### src/rtl/uart_reg_access_pkg.sv
// -----------------------------------------------------------------------------
// uart_reg_access_pkg
// Shared definitions for the UART register-access bridge: the FSM state
// encoding and the default register-file geometry.
// -----------------------------------------------------------------------------
package uart_reg_access_pkg;

    // Default register-file geometry
    localparam int unsigned REG_WIDTH_DEF  = 32;
    localparam int unsigned NUM_REGS_DEF   = 8;
    localparam int unsigned ADDR_WIDTH_DEF = 4;

    // FSM state encoding
    localparam logic [1:0] IDLE   = 2'd0;
    localparam logic [1:0] ACCESS = 2'd1;
    localparam logic [1:0] RESP   = 2'd2;

    typedef enum logic [1:0] {
        ST_IDLE   = IDLE,
        ST_ACCESS = ACCESS,
        ST_RESP   = RESP
    } state_e;

endpackage : uart_reg_access_pkg

### src/rtl/uart_reg_access.sv
// -----------------------------------------------------------------------------
// uart_reg_access
// Bridges a single-outstanding command/response stream (typically fed by a
// UART command parser) onto a flat register file. Each accepted command
// produces a one-cycle one-hot write or read strobe, then a held response.
//
// Ports
//   clk_i        : clock, rising edge
//   rst_ni       : asynchronous active-low reset
//   cmd_valid_i  : command valid
//   cmd_ready_o  : command accepted (high only while idle)
//   cmd_write_i  : 1 = write, 0 = read
//   cmd_addr_i   : register index
//   cmd_wdata_i  : write data
//   rsp_valid_o  : response valid (held until rsp_ready_i)
//   rsp_ready_i  : response consumed
//   rsp_rdata_o  : read data (0 for writes and errors)
//   rsp_err_o    : address was out of range
//   reg_wr_en_o  : one-hot write strobe per register
//   reg_rd_en_o  : one-hot read strobe per register
//   reg_wdata_o  : write data to every register
//   reg_rdata_i  : flattened register outputs, register k at [k*REG_WIDTH +: REG_WIDTH]
// -----------------------------------------------------------------------------
module uart_reg_access
    import uart_reg_access_pkg::*;
#(
    parameter int unsigned REG_WIDTH  = REG_WIDTH_DEF,
    parameter int unsigned NUM_REGS   = NUM_REGS_DEF,
    parameter int unsigned ADDR_WIDTH = ADDR_WIDTH_DEF
) (
    input  logic                          clk_i,
    input  logic                          rst_ni,
    input  logic                          cmd_valid_i,
    output logic                          cmd_ready_o,
    input  logic                          cmd_write_i,
    input  logic [ADDR_WIDTH-1:0]         cmd_addr_i,
    input  logic [REG_WIDTH-1:0]          cmd_wdata_i,
    output logic                          rsp_valid_o,
    input  logic                          rsp_ready_i,
    output logic [REG_WIDTH-1:0]          rsp_rdata_o,
    output logic                          rsp_err_o,
    output logic [NUM_REGS-1:0]           reg_wr_en_o,
    output logic [NUM_REGS-1:0]           reg_rd_en_o,
    output logic [REG_WIDTH-1:0]          reg_wdata_o,
    input  logic [NUM_REGS*REG_WIDTH-1:0] reg_rdata_i
);

    // Register count widened by one bit so NUM_REGS == 2**ADDR_WIDTH compares correctly
    localparam logic [ADDR_WIDTH:0] NUM_REGS_CMP = (ADDR_WIDTH+1)'(NUM_REGS);

    // True when the address selects an implemented register
    function automatic logic addr_in_range(input logic [ADDR_WIDTH-1:0] addr);
        return ({1'b0, addr} < NUM_REGS_CMP);
    endfunction

    state_e                  state_r;
    logic                    cmd_ready_r;
    logic                    cmd_write_r;
    logic [ADDR_WIDTH-1:0]   cmd_addr_r;
    logic                    cmd_err_r;
    logic                    rsp_valid_r;
    logic [REG_WIDTH-1:0]    rsp_rdata_r;
    logic                    rsp_err_r;
    logic [NUM_REGS-1:0]     reg_wr_en_r;
    logic [NUM_REGS-1:0]     reg_rd_en_r;
    logic [REG_WIDTH-1:0]    reg_wdata_r;

    logic [NUM_REGS-1:0]     addr_dec_s;
    logic [NUM_REGS-1:0]     rd_sel_s;
    logic [REG_WIDTH-1:0]    reg_word_s [NUM_REGS];
    logic [REG_WIDTH-1:0]    rd_word_s;
    logic                    cmd_in_range_s;

    assign cmd_in_range_s = addr_in_range(cmd_addr_i);

    // Incoming-address decode feeds the strobe registers; the latched-address
    // decode drives the read mux during ACCESS.
    for (genvar k = 0; k < NUM_REGS; k++) begin : g_dec
        localparam logic [ADDR_WIDTH-1:0] K_ADDR = ADDR_WIDTH'(k);
        assign addr_dec_s[k] = (cmd_addr_i == K_ADDR);
        assign rd_sel_s[k]   = (cmd_addr_r == K_ADDR);
        assign reg_word_s[k] = reg_rdata_i[k*REG_WIDTH +: REG_WIDTH];
    end

    // AND-OR read mux; an out-of-range address selects nothing and yields 0
    always_comb begin
        rd_word_s = {REG_WIDTH{1'b0}};
        for (int i = 0; i < NUM_REGS; i++) begin
            if (rd_sel_s[i]) begin
                rd_word_s = rd_word_s | reg_word_s[i];
            end else begin
                rd_word_s = rd_word_s;
            end
        end
    end

    // Command FSM with all outputs registered
    always_ff @(posedge clk_i or negedge rst_ni) begin
        if (!rst_ni) begin
            state_r     <= ST_IDLE;
            cmd_ready_r <= 1'b0;
            cmd_write_r <= 1'b0;
            cmd_addr_r  <= {ADDR_WIDTH{1'b0}};
            cmd_err_r   <= 1'b0;
            rsp_valid_r <= 1'b0;
            rsp_rdata_r <= {REG_WIDTH{1'b0}};
            rsp_err_r   <= 1'b0;
            reg_wr_en_r <= {NUM_REGS{1'b0}};
            reg_rd_en_r <= {NUM_REGS{1'b0}};
            reg_wdata_r <= {REG_WIDTH{1'b0}};
        end else begin
            case (state_r)
                ST_IDLE: begin
                    // cmd_ready_r is set on the first edge after reset release
                    if (cmd_valid_i && cmd_ready_r) begin
                        cmd_write_r <= cmd_write_i;
                        cmd_addr_r  <= cmd_addr_i;
                        cmd_err_r   <= !cmd_in_range_s;
                        reg_wdata_r <= cmd_wdata_i;
                        cmd_ready_r <= 1'b0;
                        // Strobe registered at acceptance so it is live for exactly the ACCESS cycle
                        reg_wr_en_r <= (cmd_write_i && cmd_in_range_s) ? addr_dec_s : {NUM_REGS{1'b0}};
                        reg_rd_en_r <= (!cmd_write_i && cmd_in_range_s) ? addr_dec_s : {NUM_REGS{1'b0}};
                        state_r     <= ST_ACCESS;
                    end else begin
                        cmd_ready_r <= 1'b1;
                        state_r     <= ST_IDLE;
                    end
                end
                ST_ACCESS: begin
                    reg_wr_en_r <= {NUM_REGS{1'b0}};
                    reg_rd_en_r <= {NUM_REGS{1'b0}};
                    // Capture on the strobe edge: read-clear bits still hold their old value
                    rsp_rdata_r <= (cmd_write_r || cmd_err_r) ? {REG_WIDTH{1'b0}} : rd_word_s;
                    rsp_err_r   <= cmd_err_r;
                    rsp_valid_r <= 1'b1;
                    state_r     <= ST_RESP;
                end
                ST_RESP: begin
                    if (rsp_ready_i) begin
                        rsp_valid_r <= 1'b0;
                        rsp_rdata_r <= {REG_WIDTH{1'b0}};
                        rsp_err_r   <= 1'b0;
                        cmd_ready_r <= 1'b1;
                        state_r     <= ST_IDLE;
                    end else begin
                        state_r     <= ST_RESP;
                    end
                end
                default: begin
                    state_r     <= ST_IDLE;
                    cmd_ready_r <= 1'b0;
                    rsp_valid_r <= 1'b0;
                    rsp_rdata_r <= {REG_WIDTH{1'b0}};
                    rsp_err_r   <= 1'b0;
                    reg_wr_en_r <= {NUM_REGS{1'b0}};
                    reg_rd_en_r <= {NUM_REGS{1'b0}};
                end
            endcase
        end
    end

    assign cmd_ready_o = cmd_ready_r;
    assign rsp_valid_o = rsp_valid_r;
    assign rsp_rdata_o = rsp_rdata_r;
    assign rsp_err_o   = rsp_err_r;
    assign reg_wr_en_o = reg_wr_en_r;
    assign reg_rd_en_o = reg_rd_en_r;
    assign reg_wdata_o = reg_wdata_r;

endmodule : uart_reg_access

### config.mk
export PLATFORM = sky130hd
export DESIGN_NAME = uart_reg_access
export DESIGN_NICKNAME = d
export VERILOG_FILES = /design/src/rtl/uart_reg_access_pkg.sv /design/src/rtl/uart_reg_access.sv
export SDC_FILE = /design/constraint.sdc
export NUM_CORES = 1
export LEC_CHECK = 0
export CAP_MARGIN = 20
export CORE_AREA = 2 2 148 150
export CTS_BUF_LIST = sky130_fd_sc_hd__clkbuf_8
export CTS_CLUSTER_DIAMETER = 40
export DETAILED_ROUTE_END_ITERATION = 6
export DIE_AREA = 0 0 150 152
export PLACE_DENSITY = 0.71
export SLEW_MARGIN = 40
export SYNTH_ARGS = -nofsm -noshare
export SYNTH_HDL_FRONTEND = slang
export SYNTH_SLANG_ARGS = --single-unit
### constraint.sdc
create_clock -name clk_i -period 2.6 [get_ports clk_i]
set_input_delay 0.65 -clock clk_i [delete_from_list [all_inputs] [get_ports clk_i]]
set_output_delay 0.65 -clock clk_i [all_outputs]
set_load 0.05 [all_outputs]
# ---- Word level (Yosys, flattened, before mapping)
# Index checks and enable logic that the tools add are counted.
dict set report classes {
  n_reduce_logical 13
  bitwise_logic 10
  mux 26
  magnitude_cmp 1
  n_eq_ne 18
}
# op n
set op_table {}
lappend op_table {{$mux W32} 10}
lappend op_table {{$or A32 B32 Y32} 7}
lappend op_table {{$pmux W32 S3} 1}
lappend op_table {{$eq A4 B3 Y1 const B} 8}
lappend op_table {{$mux W8} 4}
lappend op_table {{$pmux W8 S2} 2}
lappend op_table {{$eq A4 B2 Y1 const B} 4}
lappend op_table {{$pmux W1 S3} 3}
lappend op_table {{$eq A4 B1 Y1 const B} 2}
lappend op_table {{$logic_not A4 Y1} 2}
lappend op_table {{$reduce_and A2 Y1} 4}
lappend op_table {{$pmux W2 S3} 1}
lappend op_table {{$lt A4 B4 Y1 const B} 1}
lappend op_table {{$mux W1} 4}
lappend op_table {{$ne A2 B2 Y1 const B} 2}
lappend op_table {{$logic_and A1 B1 Y1} 3}
lappend op_table {{$not A1 Y1} 3}
lappend op_table {{$eq A2 B1 Y1 const B} 1}
lappend op_table {{$eq A2 B2 Y1 const B} 1}
lappend op_table {{$logic_not A1 Y1} 2}
lappend op_table {{$logic_not A2 Y1} 1}
lappend op_table {{$mux W2} 1}
lappend op_table {{$logic_or A1 B1 Y1} 1}
dict set report word_totals {
  in_bits 297
  wordCells 79
  output_inout_bits 83
  regBits 91
}

# ---- Depth between registers and ports, before layout
dict set report logic_depth {
  ltp_word 18
  mapped_depth 7
  ltp_nobuf 4
}

# ---- Worst setup path before layout
# OpenSTA, ideal clock, no wires.
dict set report synth_timing {
  kind {reg-to-reg}
  start {reg cmd_ready_r (netlist: cmd_ready_o)}
  end {reg cmd_addr_r[2]}
  setup_ns 0.125
  path_stages_with_launch 6
  period_less_slack_ns 1.984
  t_arrival_ns 1.859
  path_buffers 2
  t_required_ns 2.475
  slack_ns 0.616
  path_cell_list {dfrtp_1 nand2_2 nor3_1 buf_2 buf_2 mux2_2}
}
dict set report synth_between {
  elab_chain_cells 2
}
# item line
set synth_lines {}
lappend synth_lines {{start, declared} uart_reg_access.sv:57} ;# logic cmd_ready_r;
lappend synth_lines {{start signal, assigned} uart_reg_access.sv:101} ;# cmd_ready_r <= 1'b0;
lappend synth_lines {{start signal, assigned} uart_reg_access.sv:120} ;# cmd_ready_r <= 1'b0;
lappend synth_lines {{start signal, assigned} uart_reg_access.sv:126} ;# cmd_ready_r <= 1'b1;
lappend synth_lines {{$logic_and A1 B1 Y1} uart_reg_access.sv:115} ;# if (cmd_valid_i && cmd_ready_r) begin
lappend synth_lines {{$reduce_and A2 Y1 (no source line)} n/a}
lappend synth_lines {{end signal, assigned} uart_reg_access.sv:103} ;# cmd_addr_r <= {ADDR_WIDTH{1'b0}};
lappend synth_lines {{end signal, assigned} uart_reg_access.sv:117} ;# cmd_addr_r <= cmd_addr_i;
lappend synth_lines {{end, declared} uart_reg_access.sv:59} ;# logic [ADDR_WIDTH-1:0] cmd_addr_r;
# Every way passes these cells.
# A chain may end at the register's enable or synchronous reset.

# ---- Final worst setup path
dict set report layout_timing {
  start {reg cmd_ready_r (netlist: cmd_ready_o)}
  end {out cmd_ready_o}
}
# item line
set layout_rtl {}
lappend layout_rtl {{end, declared} uart_reg_access.sv:34} ;# output logic cmd_ready_o,
# No word-level cell between the ends.

==> flow_summary.yaml <==
synth:
  syn_area_per_cell_um2: 10.28
  synth_most_common_cell: "mux2i_1"
  yosysWarnings: 0
  yosysTopAreaCell: "dfrtp_1"
  synthFlopType: "dfrtp_1"
  syn_inst: 521
  synth_commonest_cells: "mux2i_1, dfrtp_1, nand2_1, o22ai_1"
  synth_fp_nets: 818
  ys_seq_elements: 90
  synth_area_mm2: 0.005358
  yosys.cell_types.count: 35
  async_reset_ff_share_pct: 100.0
  yosysSeqAreaShare_pct: 42.04
  ys_top_cells_by_area: "dfrtp_1, mux2i_1, o22ai_1"
  synth_edf_count: 0
  yosysTopAreaCellShare_pct: 42.04
floorplan:
  io-pin-count: 380
  die_w_um: 150
  rows: 54
  die-area_mm2: 0.02280
  core_mm2: 0.02135
  start_util_pct: 25.09
  die_y_um: 152
global_route:
  grt_pass1_wl_um: 32080
  gr-total-overflow: 0
  grt_pass1_vias: 5744
  antenna_found_initial: 0
  track_usage_pct: 18.28
  grt_max_degree: 72
place:
  port_buffers: 379
  dp_hpwl_um: 16710
  gp_congestion: 0.8488
  placedCellCount: 1151
setup_path:
  end_kind: "primary output"
  worst-path-buf-inv: 1
  path_class: "flip-flop to primary output"
  crit_family: "buffers and inverters"
  slowest_delay_ns: 0.83
  crit_slowest_cell: "clkdlybuf4s50_1"
  critPathMaxFanout: 3
  cp-start-kind: "flip-flop"
  cp.required_ns: 1.95
  cp_cell_sequence: "clkdlybuf4s50_1"
  cp.arrival_ns: 1.62
finish:
  n_antenna_cell: 0
  multi_input_area_mm2: 0.002909
  fin_nets: 1179
  fill_cells: 2067
  syn2layout_area_growth_pct: 81.22
  area.sequential_mm2: 0.002256
  stdcell_count: 1167
  drive_gt1_share_pct: 9.357
timing:
  relSlewSlack_pct: 57.19
  tightest_slew_ns: 0.6422
  setup_tns_ns: 0
  setup_violations: 0
  fin_crit_ns: 2.273
  hold_ws_ns: 0.1653
  slew_viol_final: 0
  timing.fmax_ghz: 0.4400
  fin_skew_ns: 0.01655
  rsz0062_at_grt: "no"
  hold_violations: 0
  timing.final.crit_share_pct: 87.41
power:
  p_total_mw: 9.477
  seq_power_share_pct: 23.7
  clkPwrFrac_pct: 10.4
  p_sw_share_pct: 48.54
  p_per_area_mw_per_mm2: 976.1
  p_leak_nw: 4.186
  combinationalPowerShare_pct: 65.9
  switchingPower_mw: 4.600
  power.internal_mw: 4.877
  peakVddDrop_uv: 757.1
job:
  cap_violations: 0
route:
  via_per_inst: 4.736
  vias: 5527
  antenna_left: 0
  drt-total-wl_um: 21420
  post_drt_wl_per_cell_um: 18.35
  drc: 0
  first_iter_violations: 275
  firstDrtPassIters: 4
clocking:
  cts-resized-gates: 0
  ctsHtreeMaxLevel: 3
  cts_buffer_depth: 2
  postCtsSetupBuffers: 0
  hold_buffers: 0
  numCtsBuffers: 9
  clk_latency_ns: 0.38
  path_clk_slew_ns: 0.11
  cts_root_buf: "clkbuf_8"
  cts_tree: "yes"
  cts_sinks: 90
status:
  status: "complete, no violations"
hold_path:
  hold_path_class: "input pin to asynchronous set/reset pin"
through the flow:
step	util (%)	instance area [µm²]	setup WS, ns
floorplan	-	5358	0.6164
global placement	44.51	9504	0.3259
detailed placement	44.51	9504	0.3218
CTS	45.48	9709	0.2873
global route	45.48	9709	0.2574
finish	45.48	9709	0.3273
final cells by class:
type / count / share of cell area, %
inverter: 2 / 0.07732
multi-input combinational: 383 / 29.96
clock inverter: 7 / 0.8376
tap: 280 / 3.608
timing repair buffer: 396 / 41.01
clock buffer: 9 / 1.276
sequential: 90 / 23.23
sequential cells by signal (all words and copies together) (netlist names), 2 cells and up:
| name | count |
|---|---|
| reg_wdata_o | 32 |
| cmd_addr_r | 4 |
| reg_wr_en_o | 8 |
| state_r | 2 |
| reg_rd_en_o | 8 |
| rsp_rdata_o | 32 |
metal layers:
layer  global-route usage (%)  routed length [µm]  vias to the layer above
met5                        0                   0                        -
met3                    4.535                1525                       30
met1                    21.59                8437                     2610
li1                         -                   -                     2645
met2                    32.38               10960                      242
met4                    5.526                 494                        0
power groups by stage:
stage	registers (mW)	clock network (mW)	logic (mW)
after floorplan	3.83	0	2.49
after global placement	2.26	0	6.25
after detailed placement	2.28	0	6.30
after CTS	2.25	1.02	6.32
after global routing	2.32	1.10	6.60
final	2.25	0.985	6.24
cells by family after synthesis:
| group | Yosys count | share of synthesized area [%] |
|---|---|---|
| AO/OA/AOI/OAI | 121 | 13.92 |
| buffers and inverters | 48 | 4.064 |
| flip-flops | 90 | 42.04 |
| multiplexers | 164 | 31.48 |
| AND/OR/NAND/NOR | 98 | 8.501 |
placed cells by master (no fill, tap or decap), types with 7 or more instances in the layout:
cell	Yosys	layout
a22o_1	7	7
buf_4	0	13
clkbuf_8	0	9
clkdlybuf4s50_1	0	378
dfrtp_1	90	89
mux2_2	36	36
mux2i_1	128	128
nand2_1	75	75
o21ai_0	36	36
o22ai_1	65	65
path summary, 6_finish.rpt:
| kind | start | endpoint | slack (ns) | depth (start not counted) |
|---|---|---|---|---|
| max | cmd_ready_o | cmd_ready_o | 0.33 | 1 |
| min | rst_ni | reg_wdata_o[12] | 0.17 | 1 |
| max reg2reg | cmd_addr_r[3] | rsp_rdata_o[29] | 0.63 | 4 |
| min reg2reg | rsp_rdata_o[6] | rsp_rdata_o[6] | 0.48 | 2 |
| max in group asynchronous | rst_ni | cmd_addr_r[0] | 1.71 | 2 |
| min in group clk_i | rsp_rdata_o[6] | rsp_rdata_o[6] | 0.48 | 2 |
No activity file was read; power rests on OpenSTA's default activity.
